### src/rtl/mips_lsu_pkg.sv
// Shared definitions for the load/store unit: memory op codes,
// FSM state encodings, big-endian lane offsets and op classification helpers.
package mips_lsu_pkg;

    typedef enum logic [2:0] {
        OP_LB  = 3'b000,
        OP_LH  = 3'b001,
        OP_LW  = 3'b010,
        OP_SW  = 3'b011,
        OP_LBU = 3'b100,
        OP_LHU = 3'b101,
        OP_SB  = 3'b110,
        OP_SH  = 3'b111
    } mem_op_e;

    typedef enum logic [2:0] {
        ST_IDLE     = 3'd0,
        ST_RD_ISSUE = 3'd1,
        ST_RD_DATA  = 3'd2,
        ST_WR_ISSUE = 3'd3,
        ST_RESP     = 3'd4
    } lsu_state_e;

    // Big-endian: offset 0 is the most significant byte of the word
    localparam logic [1:0] OFF_BYTE0 = 2'd0;
    localparam logic [1:0] OFF_BYTE1 = 2'd1;
    localparam logic [1:0] OFF_BYTE2 = 2'd2;
    localparam logic [1:0] OFF_BYTE3 = 2'd3;
    localparam logic [1:0] OFF_HALF0 = 2'd0;
    localparam logic [1:0] OFF_HALF1 = 2'd2;

    function automatic logic is_rmw(input mem_op_e op);
        return (op == OP_SB) || (op == OP_SH);
    endfunction

    function automatic logic is_half(input mem_op_e op);
        return (op == OP_LH) || (op == OP_LHU) || (op == OP_SH);
    endfunction

    function automatic logic is_word(input mem_op_e op);
        return (op == OP_LW) || (op == OP_SW);
    endfunction

    function automatic logic is_misaligned(input mem_op_e op,
                                           input logic [1:0] off);
        return (is_half(op) && off[0]) || (is_word(op) && (off != 2'd0));
    endfunction

endpackage

### src/rtl/lsu_byte_lane.sv
// Lane steering for the load/store unit: extracts and extends the load
// value from a memory word, and merges a sub-word store into it.
module lsu_byte_lane
    import mips_lsu_pkg::*;
(
    input  logic [2:0]  op,
    input  logic [1:0]  offset,
    input  logic [31:0] word,
    input  logic [31:0] store_data,
    output logic [31:0] load_value,
    output logic [31:0] store_word
);

    mem_op_e     op_e;
    logic [7:0]  sel_byte;
    logic [15:0] sel_half;
    logic [31:0] byte_merged;
    logic [31:0] half_merged;

    assign op_e = mem_op_e'(op);

    always_comb begin
        sel_byte    = word[7:0];
        byte_merged = word;
        case (offset)
            OFF_BYTE0: begin
                sel_byte    = word[31:24];
                byte_merged = {store_data[7:0], word[23:0]};
            end
            OFF_BYTE1: begin
                sel_byte    = word[23:16];
                byte_merged = {word[31:24], store_data[7:0], word[15:0]};
            end
            OFF_BYTE2: begin
                sel_byte    = word[15:8];
                byte_merged = {word[31:16], store_data[7:0], word[7:0]};
            end
            OFF_BYTE3: begin
                sel_byte    = word[7:0];
                byte_merged = {word[31:8], store_data[7:0]};
            end
            default: ;
        endcase
    end

    always_comb begin
        sel_half    = word[31:16];
        half_merged = {store_data[15:0], word[15:0]};
        if (offset[1]) begin
            sel_half    = word[15:0];
            half_merged = {word[31:16], store_data[15:0]};
        end
    end

    always_comb begin
        load_value = word;
        store_word = word;
        case (op_e)
            OP_LB:  load_value = {{24{sel_byte[7]}}, sel_byte};
            OP_LBU: load_value = {24'd0, sel_byte};
            OP_LH:  load_value = {{16{sel_half[15]}}, sel_half};
            OP_LHU: load_value = {16'd0, sel_half};
            OP_LW:  load_value = word;
            OP_SB:  store_word = byte_merged;
            OP_SH:  store_word = half_merged;
            OP_SW:  store_word = store_data;
            default: ;
        endcase
    end

endmodule

### src/rtl/load_store_unit.sv
// Load/store unit: drives a word-wide big-endian data memory with a
// 1-cycle registered read; sub-word stores are done by read-modify-write.
module load_store_unit
    import mips_lsu_pkg::*;
#(
    parameter int ADDR_WIDTH = 32
) (
    input  logic                  clock,
    input  logic                  reset,
    input  logic                  Request,
    input  logic [2:0]            MemOp,
    input  logic [ADDR_WIDTH-1:0] Address,
    input  logic [31:0]           StoreData,
    output logic [31:0]           LoadData,
    output logic                  Done,
    output logic                  Busy,
    output logic                  Misaligned,
    output logic                  MemRead,
    output logic                  MemWrite,
    output logic [ADDR_WIDTH-1:0] MemAddress,
    output logic [31:0]           MemWriteData,
    input  logic [31:0]           MemReadData
);

    lsu_state_e  state;
    lsu_state_e  next_state;
    mem_op_e     req_op;
    mem_op_e     op_q;
    logic [1:0]  offset_q;
    logic [31:0] store_q;
    logic        req_mis;
    logic        accept;
    logic [31:0] load_value;
    logic [31:0] store_word;

    assign req_op  = mem_op_e'(MemOp);
    assign req_mis = is_misaligned(req_op, Address[1:0]);
    assign accept  = (state == ST_IDLE) && Request;

    lsu_byte_lane u_lane (
        .op         (op_q),
        .offset     (offset_q),
        .word       (MemReadData),
        .store_data (store_q),
        .load_value (load_value),
        .store_word (store_word)
    );

    always_ff @(posedge clock) begin
        if (reset) state <= ST_IDLE;
        else       state <= next_state;
    end

    always_comb begin
        next_state = state;
        unique case (state)
            ST_IDLE: begin
                if (Request) begin
                    if (req_mis)             next_state = ST_RESP;
                    else if (req_op == OP_SW) next_state = ST_WR_ISSUE;
                    else                     next_state = ST_RD_ISSUE;
                end
            end
            ST_RD_ISSUE: next_state = ST_RD_DATA;
            ST_RD_DATA:  next_state = is_rmw(op_q) ? ST_WR_ISSUE : ST_RESP;
            ST_WR_ISSUE: next_state = ST_RESP;
            ST_RESP:     next_state = ST_IDLE;
            default:     next_state = ST_IDLE;
        endcase
    end

    always_comb begin
        MemRead  = (state == ST_RD_ISSUE);
        MemWrite = (state == ST_WR_ISSUE);
        Done     = (state == ST_RESP);
        Busy     = (state != ST_IDLE);
    end

    // Capture registers, write buffer and load result
    always_ff @(posedge clock) begin
        if (reset) begin
            op_q         <= OP_LB;
            offset_q     <= 2'd0;
            store_q      <= 32'd0;
            LoadData     <= 32'd0;
            MemAddress   <= '0;
            MemWriteData <= 32'd0;
            Misaligned   <= 1'b0;
        end else begin
            if (accept) begin
                op_q       <= req_op;
                offset_q   <= Address[1:0];
                store_q    <= StoreData;
                Misaligned <= req_mis;
                MemAddress <= {Address[ADDR_WIDTH-1:2], 2'b00};
                if (req_op == OP_SW) MemWriteData <= StoreData;
            end
            if (state == ST_RD_DATA) begin
                if (is_rmw(op_q)) MemWriteData <= store_word;
                else              LoadData     <= load_value;
            end
        end
    end

endmodule

### config.mk
export PLATFORM = sky130hd
export DESIGN_NAME = load_store_unit
export DESIGN_NICKNAME = d
export VERILOG_FILES = /design/src/rtl/mips_lsu_pkg.sv /design/src/rtl/lsu_byte_lane.sv /design/src/rtl/load_store_unit.sv
export SDC_FILE = /design/constraint.sdc
export NUM_CORES = 1
export LEC_CHECK = 0
export BUFFER_PORTS_ARGS = -buffer_cell sky130_fd_sc_hd__buf_2
export CORE_UTILIZATION = 35
export CTS_CLUSTER_DIAMETER = 60
export DETAILED_ROUTE_END_ITERATION = 12
export HOLD_SLACK_MARGIN = 0.05
export PLACE_DENSITY = 0.59
export SYNTH_ARGS = -nofsm -noshare
export SYNTH_HDL_FRONTEND = slang
export SYNTH_SLANG_ARGS = --single-unit
### constraint.sdc
create_clock -name clock -period 2.97 [get_ports clock]
set_input_delay 0.4455 -clock clock [delete_from_list [all_inputs] [get_ports clock]]
set_output_delay 0.4455 -clock clock [all_outputs]
set_load 0.05 [all_outputs]
# Word-level counts from Yosys, hierarchy flattened
# Cells that the tools add are included.
# totals
ff_bits	135
latchBits	0
mem_bits_rw	0
rom_bits	0
inputBits	102
n_memories	0
# classes
n_addsub	0
n_mul	0
div	0
n_lt_le_gt_ge	0
eq_ne	19
n_shift	0
n_mux	15
bitwise_logic	1
n_reduce_logical	14
# ops
op	n
one-hot mux 32 bit (4 select lines)	2
two-way mux 32 bit	5
one-hot mux 32 bit (3 select lines)	1
one-hot mux 8 bit (4 select lines)	1
equality test 3 bit (second input constant)	7
two-way mux 16 bit	1
equality test 3 x 2 -> 1 bit (second input constant)	5
one-hot mux 3 bit (4 select lines)	1
equality test 3 x 1 -> 1 bit (second input constant)	3
two-way mux 3 bit	3
zero test 3 bit	2
logical OR 1 bit	5
equality test 2 bit (second input constant)	2
logical AND 1 bit	3
nonzero test 3 bit	1
equality test 2 x 1 -> 1 bit (second input constant)	1
zero test 2 bit	1
two-way mux 2 bit	1
!= test 2 bit (second input constant)	1
AND reduction 2 bit	1
nonzero test 2 bit	1
inverter 1 bit	1

# Depth between registers and ports, before layout
# Gate-level depths: netlist of the first run.
# depth
word_depth	8
mapped_depth	7
ltp_nobuf	4

# By module
# Synthesis of the first run repeated with hierarchy kept, for this count alone.
# unflattened
cells_unflattened	1022
area_unflattened_um2	7318.3
# by_module_without_submodules
mod	instances	cells_per_inst	area_each_um2	seq_area_each_um2
load_store_unit	1	647	4984.8	2702.6
lsu_byte_lane	1	375	2333.5	0.0

# Least setup slack after synthesis of the first run
# Ideal clock, no wire load.
# synth_path
path_type	register -> output
from	register state[2]
to	output port Done
t_arrival_ns	1.652
t_required_ns	2.525
slack_ns	0.873
path_stages_with_launch	2
path_buffers	0
path_cell_list	dfxtp_1 > nor3b_1
# synth_between
elab_chain_cells	1
# synth_lines
item	line_no	text
from (decl)	load_store_unit.sv:25	lsu_state_e state;
from (signal assigned)	load_store_unit.sv:51	else state <= next_state;
equality test 3 bit	load_store_unit.sv:75	Done = (state == ST_RESP);
to (decl)	load_store_unit.sv:15	output logic Done,
# No other way between the ends.

# Final worst setup path of the first run
# layout_path
from	register offset_q[1]
to	register LoadData[23]
# layout_between
elab_chain_cells	3
# layout_lines
item	line_no	text
from (decl)	load_store_unit.sv:29	logic [1:0] offset_q;
from (signal assigned)	load_store_unit.sv:92	offset_q <= Address[1:0];
equality test 2 bit (tied with other cells)	lsu_byte_lane.sv:25	case (offset)
one-hot mux 8 bit (4 select lines)	lsu_byte_lane.sv:25	
one-hot mux 32 bit (4 select lines) *	lsu_byte_lane.sv:58	case (op_e)
to (signal assigned)	load_store_unit.sv:100	else LoadData <= load_value;
to (decl)	load_store_unit.sv:14	output logic [31:0] LoadData,
# Every way passes the cells marked *; elsewhere a longest branch is shown, timed or not.
# A chain may end at the register's enable or synchronous reset.

==> impl_metrics.yaml, run 1 <==
setup_path:
  cp_max_fo: 17
  arrival_ps: 2590
  cp.required_ps: 3230
  critPathLaunchType: "flip-flop"
  critPathKind: "reg2reg"
  cp-end-kind: "flip-flop"
clocking:
  ctsResizeCount: 0
  clockBufferDepth: 2
  root_buffer: "clkbuf_16"
  clk_latency_ps: 420
  cts_tree: "built"
  hold_buffers: 0
  clkSlewWorstSetupHoldPaths_ps: 50
  htree_levels: 4
  cts_setup_buffers: 0
  cts_buffers: 17
  clock-sinks: 119
layout:
  final_core_util_pct: 46.7
  num_antenna_cells: 0
  syn_to_final_growth_pct: 29.8
  layout-drive-gt1-share_pct: 29.9
  fin_cells: 1121
  nets: 994
timing:
  min_period_over_period_pct: 78.3
  min_period_ps: 2330
  whs_ps: 263
  setup_viol: 0
  rsz0062_at_grt: "no"
  slew_headroom_pct: 47.3
  report.final.hold_viol_count: 0
  max_freq_mhz: 430
  worst_pin_slew_ps: 787
  tns_ps: 0
  skew_ps: 6.56
  timing.final.max_slew_violations: 0
synthesis:
  post_synth_num_cell_types: 44
  synth_edf_count: 0
  ys_ff_latch: 119
  yosys_warnings: 0
  ys_async_sr_fraction_pct: 0
  syn_inst: 727
  synth_top_cells_by_count: "199 x nand2_1, 119 x dfxtp_1, 68 x a21oi_1"
  syn_area_um2: 5710
  synth_top_area_share_pct: 41.7
  synthTopCellsByArea: "dfxtp_1 42%, nand2_1 13%, a21oi_1 6.0%"
  synth-seq-area-share_pct: 41.7
  dominantRegCellSynth: "dfxtp_1"
  synth_top_cell_by_area: "dfxtp_1"
  synth.avg_cell_area_um2: 7.86
  yosysMostFrequentCell: "nand2_1"
global_route:
  antenna_found_initial: 1
  grt_pass1_wl_um: 29700
  track_usage_pct: 23.2
  overflow: 0
  grt_max_degree: 53
  grt_pass1_vias: 5289
drt:
  routed.top_layer: "met5"
  route.detailed.drc: 0
  first_pass_iters: 5
  wl_met1_um: 9200
  met2WireLength_um: 8450
  wl_met3_um: 1550
  ant_nets: 0
  num_vias: 5942
  wl_per_cell_um: 17.5
  dr.first_iter.drc_count: 353
  routed_wl_um: 19700
  viasPerCell: 5.30
die:
  fp.dieH_um: 130
  core_area_um2: 15900
  dieWidth_um: 130
  initial_utilization_pct: 36.0
  row_count: 46
  io_pins: 203
  die-area_um2: 16800
placement:
  place_inst: 1089
  port_buffers: 200
  routabilityCongestion: 0.920
  place_hpwl_um: 14000
pwr:
  vdd_drop_max_v: 0.000396
  p_per_area_nw_per_um2: 650
  power_mw: 4.82
  p_leak_nw: 3.21
run_status:
  status: "complete, no violations"
worst_hold_path:
  hold_class: "in2reg"
run:
  cap_violations: 0
## through the flow
step                cell area, um^2  worst slack [ps]
floorplan                      5720               873
global placement               6820               779
detailed placement             6820               751
CTS                            7410               729
global route                   7410               566
finish                         7410               643
## worst max-delay path, stage by stage, from the launching register on
cell      delay, ps
dfxtp_1         650
buf_4           300
nor2_1           80
a222oi_1        370
o31a_1          610
a211oi_1        160
## registers in the layout (all words and copies together), names as in the netlist
register      flops
Misaligned        1
offset_q          2
LoadData         32
MemWriteData     32
MemAddress       30
store_q          16
state             3
op_q              3
## layout by cell type (no fill, tap or decap), types with 3 or more instances in the layout
cell       count
and2_1        11
nand2b_1       5
a221oi_1      15
o221ai_1       3
nor3b_1        3
bufinv_16      3
a22o_1        10
clkbuf_8       3
mux2i_1       10
nor2_1        34
nor3_1         7
o21ai_0       20
o2111ai_1      4
and3_1         5
a21oi_1       68
nand2_1      198
clkinv_2       7
a211oi_1      40
clkbuf_16     17
inv_1         12
a311oi_1      30
mux2_2        16
dfxtp_1      119
nor2b_1       11
o211ai_1       4
a2bb2oi_1      3
buf_4         18
buf_2        199
## routing by layer
layer / vias to the layer above / track usage (%)
met1: 2768 / 32.2
met3: 32 / 6.19
met2: 245 / 34.0
met4: 2 / 9.51
li1: 2895 / -
met5: - / 0
## power breakdown
| part | internal, mW | switching, mW | total [mW] |
|---|---|---|---|
| sequential | 1.69 | 0.0875 | 1.78 |
| clock | 1.37 | 0.732 | 2.11 |
| combinational | 0.285 | 0.645 | 0.930 |
| total | 3.35 | 1.46 | 4.82 |
## layout make-up
cell class,instances,area [um^2]
Fill cell,1663,8470
Multi-Input combinational cell,525,2990
Sequential cell,119,2380
Timing Repair Buffer,217,1130
Clock buffer,22,474
Tap cell,216,270
Clock inverter,10,125
Inverter,12,45.0
## kinds of logic (layout without fill, tap and decap cells)
| family | after synthesis | after routing | synth area share, % |
|---|---|---|---|
| other cells | 1 | 2 | 0.0656 |
| mux | 26 | 26 | 4.91 |
| compound gates | 211 | 211 | 25.4 |
| flops | 119 | 119 | 41.7 |
| simple gates | 286 | 286 | 21.7 |
| buf+inv | 84 | 261 | 6.22 |
## worst paths after layout
| path | end | slack (ps) | cells past startpoint | from |
|---|---|---|---|---|
| worst max-delay path | LoadData[23]$_SDFFE_PP0P_ | 640 | 5 | offset_q[1]$_SDFFE_PP0P_ |
| worst min-delay path | MemAddress[7]$_SDFFE_PP0P_ | 260 | 3 | Address[7] |
| worst max register to register | LoadData[23]$_SDFFE_PP0P_ | 640 | 5 | offset_q[1]$_SDFFE_PP0P_ |
| worst min register to register | MemAddress[11]$_SDFFE_PP0P_ | 450 | 2 | MemAddress[11]$_SDFFE_PP0P_ |
Note: power is estimated with default switching activity, not from simulation.
==> inputs of run 2 (changes only) <==
--- a/config.mk
+++ b/config.mk
@@ -5,12 +5,13 @@
 export SDC_FILE = /design/constraint.sdc
 export NUM_CORES = 1
 export LEC_CHECK = 0
+export ABC_AREA = 1
 export BUFFER_PORTS_ARGS = -buffer_cell sky130_fd_sc_hd__buf_2
 export CORE_UTILIZATION = 35
 export CTS_CLUSTER_DIAMETER = 60
 export DETAILED_ROUTE_END_ITERATION = 12
 export HOLD_SLACK_MARGIN = 0.05
-export PLACE_DENSITY = 0.59
+export PLACE_DENSITY = 0.58
 export SYNTH_ARGS = -nofsm -noshare
 export SYNTH_HDL_FRONTEND = slang
 export SYNTH_SLANG_ARGS = --single-unit
==> constraint.sdc (replaced) <==
create_clock -name clock -period 2.2 [get_ports clock]
set_input_delay 0.33 -clock clock [delete_from_list [all_inputs] [get_ports clock]]
set_output_delay 0.33 -clock clock [all_outputs]
set_load 0.05 [all_outputs]
==> run 2 against run 1 <==
Compared with the run above:
- worst hold slack worse by 120 ps
- wire length rose by 11%
- combinational power rose by 71%
- critical endpoint is now MemWriteData[17]$_SDFF_PP0_
- largest power group unchanged
==> impl_metrics.yaml, run 2 <==
clocking:
  htree_levels: 4
  cts_tree: "built"
  clk_latency_ps: 430
  root_buffer: "clkbuf_16"
  cts_setup_buffers: 0
  ctsResizeCount: 0
  cts_buffers: 17
  clockBufferDepth: 2
  clkSlewWorstSetupHoldPaths_ps: 60
  clock-sinks: 119
  hold_buffers: 0
die:
  fp.dieH_um: 136
  io_pins: 203
  row_count: 48
  dieWidth_um: 136
  die-area_um2: 18600
  core_area_um2: 17500
  initial_utilization_pct: 36.1
timing:
  whs_ps: 147
  worst_pin_slew_ps: 747
  max_freq_mhz: 555
  skew_ps: 16.5
  timing.final.max_slew_violations: 0
  min_period_ps: 1800
  setup_viol: 0
  report.final.hold_viol_count: 0
  min_period_over_period_pct: 81.9
  rsz0062_at_grt: "no"
  tns_ps: 0
  slew_headroom_pct: 50.0
  setup_ws_ps: 399
pwr:
  p_comb_share_pct: 23.3
  pwr-share-seq_pct: 35.2
  intPower_mw: 4.42
  p_leak_nw: 3.98
  power_mw: 6.83
  swShare_pct: 35.3
  vdd_drop_max_v: 0.000568
  p_sw_mw: 2.41
  p_per_area_nw_per_um2: 850
  p_clk_share_pct: 41.5
drt:
  first_pass_iters: 5
  viasPerCell: 5.06
  wl_per_cell_um: 16.0
  dr.first_iter.drc_count: 513
  ant_nets: 0
  num_vias: 6910
  routed_wl_um: 21900
  route.detailed.drc: 0
worst_hold_path:
  hold_class: "in2reg"
  holdCritStartpoint: "Address[11]"
  hold_depth: 3
  whs_endpoint: "MemAddress[11]$_SDFFE_PP0P_"
setup_path:
  path_cells: "nor2_4 > nor2_4 > nor2_1 > o21ai_0 > a21oi_1"
  arrival_ps: 2090
  cp.required_ps: 2490
  r2r_cells: 5
  critPathLaunchType: "flip-flop"
  r2r_slack_ps: 400
  slowest_delay_ps: 680
  critPathKind: "reg2reg"
  cp_max_fo: 12
  slowest_stage: "dfxtp_1"
  r2r_start: "offset_q[0]$_SDFFE_PP0P_"
  startpoint: "offset_q[0]$_SDFFE_PP0P_"
  crit_path_frequent_cell: "nor2_4"
  rr_endpoint: "MemWriteData[17]$_SDFF_PP0_"
  cp-end-kind: "flip-flop"
placement:
  place_hpwl_um: 16000
  port_buffers: 200
  post-place-ws_ps: 441
  routabilityCongestion: 0.927
  place_area_um2: 7440
synthesis:
  syn_inst: 951
  syn_area_um2: 6310
  yosysMostFrequentCell: "nand2_1"
  synthTopCellsByArea: "dfxtp_1 38%, nand2_1 15%, o21ai_0 7.5%"
  dominantRegCellSynth: "dfxtp_1"
  synth_edf_count: 0
  synth.avg_cell_area_um2: 6.63
  synth_top_area_share_pct: 37.8
  synth-seq-area-share_pct: 37.8
  ys_async_sr_fraction_pct: 0
  yosys_warnings: 0
  post_synth_num_cell_types: 29
  synth_top_cell_by_area: "dfxtp_1"
  synth_top_cells_by_count: "251 x nand2_1, 119 x dfxtp_1, 95 x o21ai_0"
  ys_ff_latch: 119
layout:
  num_antenna_cells: 0
  nets: 1229
  layout-drive-gt1-share_pct: 24.5
  fin_area_um2: 8030
  most-common-layout-cells: "251 x nand2_1, 200 x buf_2, 119 x dfxtp_1"
  final_common_cell: "nand2_1"
  syn_to_final_growth_pct: 27.4
  largestRegisters: "LoadData: 32 flops, MemWriteData: 32 flops, MemAddress: 30 flops"
global_route:
  grt_pass1_wl_um: 33700
  grt_max_degree: 78
  overflow: 0
  track_usage_pct: 23.8
  antenna_found_initial: 0
  grt_pass1_vias: 6237
run:
  cap_violations: 0
run_status:
  status: "complete, no violations"
run 2: cell count changes after synthesis, moves of 25 or more:
cell	delta
a211oi_1	-35
a311oi_1	-30
inv_1	+79
nand2_1	+52
nand3_1	+57
o211ai_1	+26
o21ai_0	+75
o21ai_1	+25
run 2: per-layer routing:
| layer | track usage (%) | wire [um] | part of all wire, % | up-vias |
|---|---|---|---|---|
| met5 | 0 | 0 | 0 | - |
| met4 | 8.83 | 561 | 2.6 | 0 |
| met3 | 4.14 | 1480 | 6.7 | 37 |
| met2 | 36.4 | 9840 | 45 | 261 |
| met1 | 33.3 | 10000 | 46 | 3135 |
| li1 | - | - | - | 3477 |
run 2: cells by family (layout without fill, tap and decap cells):
logic type             count (synthesis)  in the layout  synth area share, %
AO/OA/AOI/OAI                        269            269                 23.9
buffers and inverters                166            354                 11.5
AND/OR/NAND/NOR                      396            396                 26.8
other                                  1              2               0.0594
flip-flops                           119            119                 37.8
run 2: metrics by stage:
| stage | util, % | instances |
|---|---|---|
| global route | 46.0 | 1365 |
| detailed placement | 42.6 | 1333 |
| CTS | 46.0 | 1365 |
| global placement | 42.6 | 1333 |
| finish | 46.0 | 1365 |
| floorplan | - | 952 |
run 2: power by group through the flow:
| stage | registers [mW] | clock network (mW) | logic [mW] |
|---|---|---|---|
| 2_1_floorplan | 2.77 | 0 | 0.810 |
| 6_report | 2.40 | 2.84 | 1.59 |
| 4_1_cts | 2.40 | 2.89 | 1.58 |
| 3_5_place_dp | 2.45 | 0 | 1.58 |
| 3_3_place_gp | 2.44 | 0 | 1.57 |
| 5_1_grt | 2.42 | 2.98 | 1.73 |
run 2: layout make-up:
class / instances / area (um^2)
clock buffers: 17 / 425
clock inverters: 15 / 170
inverters: 101 / 379
fillers: 1846 / 9440
flip-flops and latches: 119 / 2380
well taps: 225 / 282
repair buffers: 221 / 1180
multi-input cells: 667 / 3210
run 2: how the worst max path moves through the flow:
stage / end / slack (ps) / cells after the start
6_report: MemWriteData[17]$_SDFF_PP0_ / 400 / 5
5_1_grt: LoadData[8]$_SDFFE_PP0P_ / 130 / 8
4_1_cts: LoadData[12]$_SDFFE_PP0P_ / 430 / 6
3_5_place_dp: LoadData[12]$_SDFFE_PP0P_ / 440 / 6
3_3_place_gp: LoadData[11]$_SDFFE_PP0P_ / 420 / 8
2_1_floorplan: Done / 420 / 1
run 2: worst max-delay path: cells and delay by family, from the launching register on:
family          cells  cell delay [ps]
compound gates      2              540
flops               1              680
simple gates        3              440
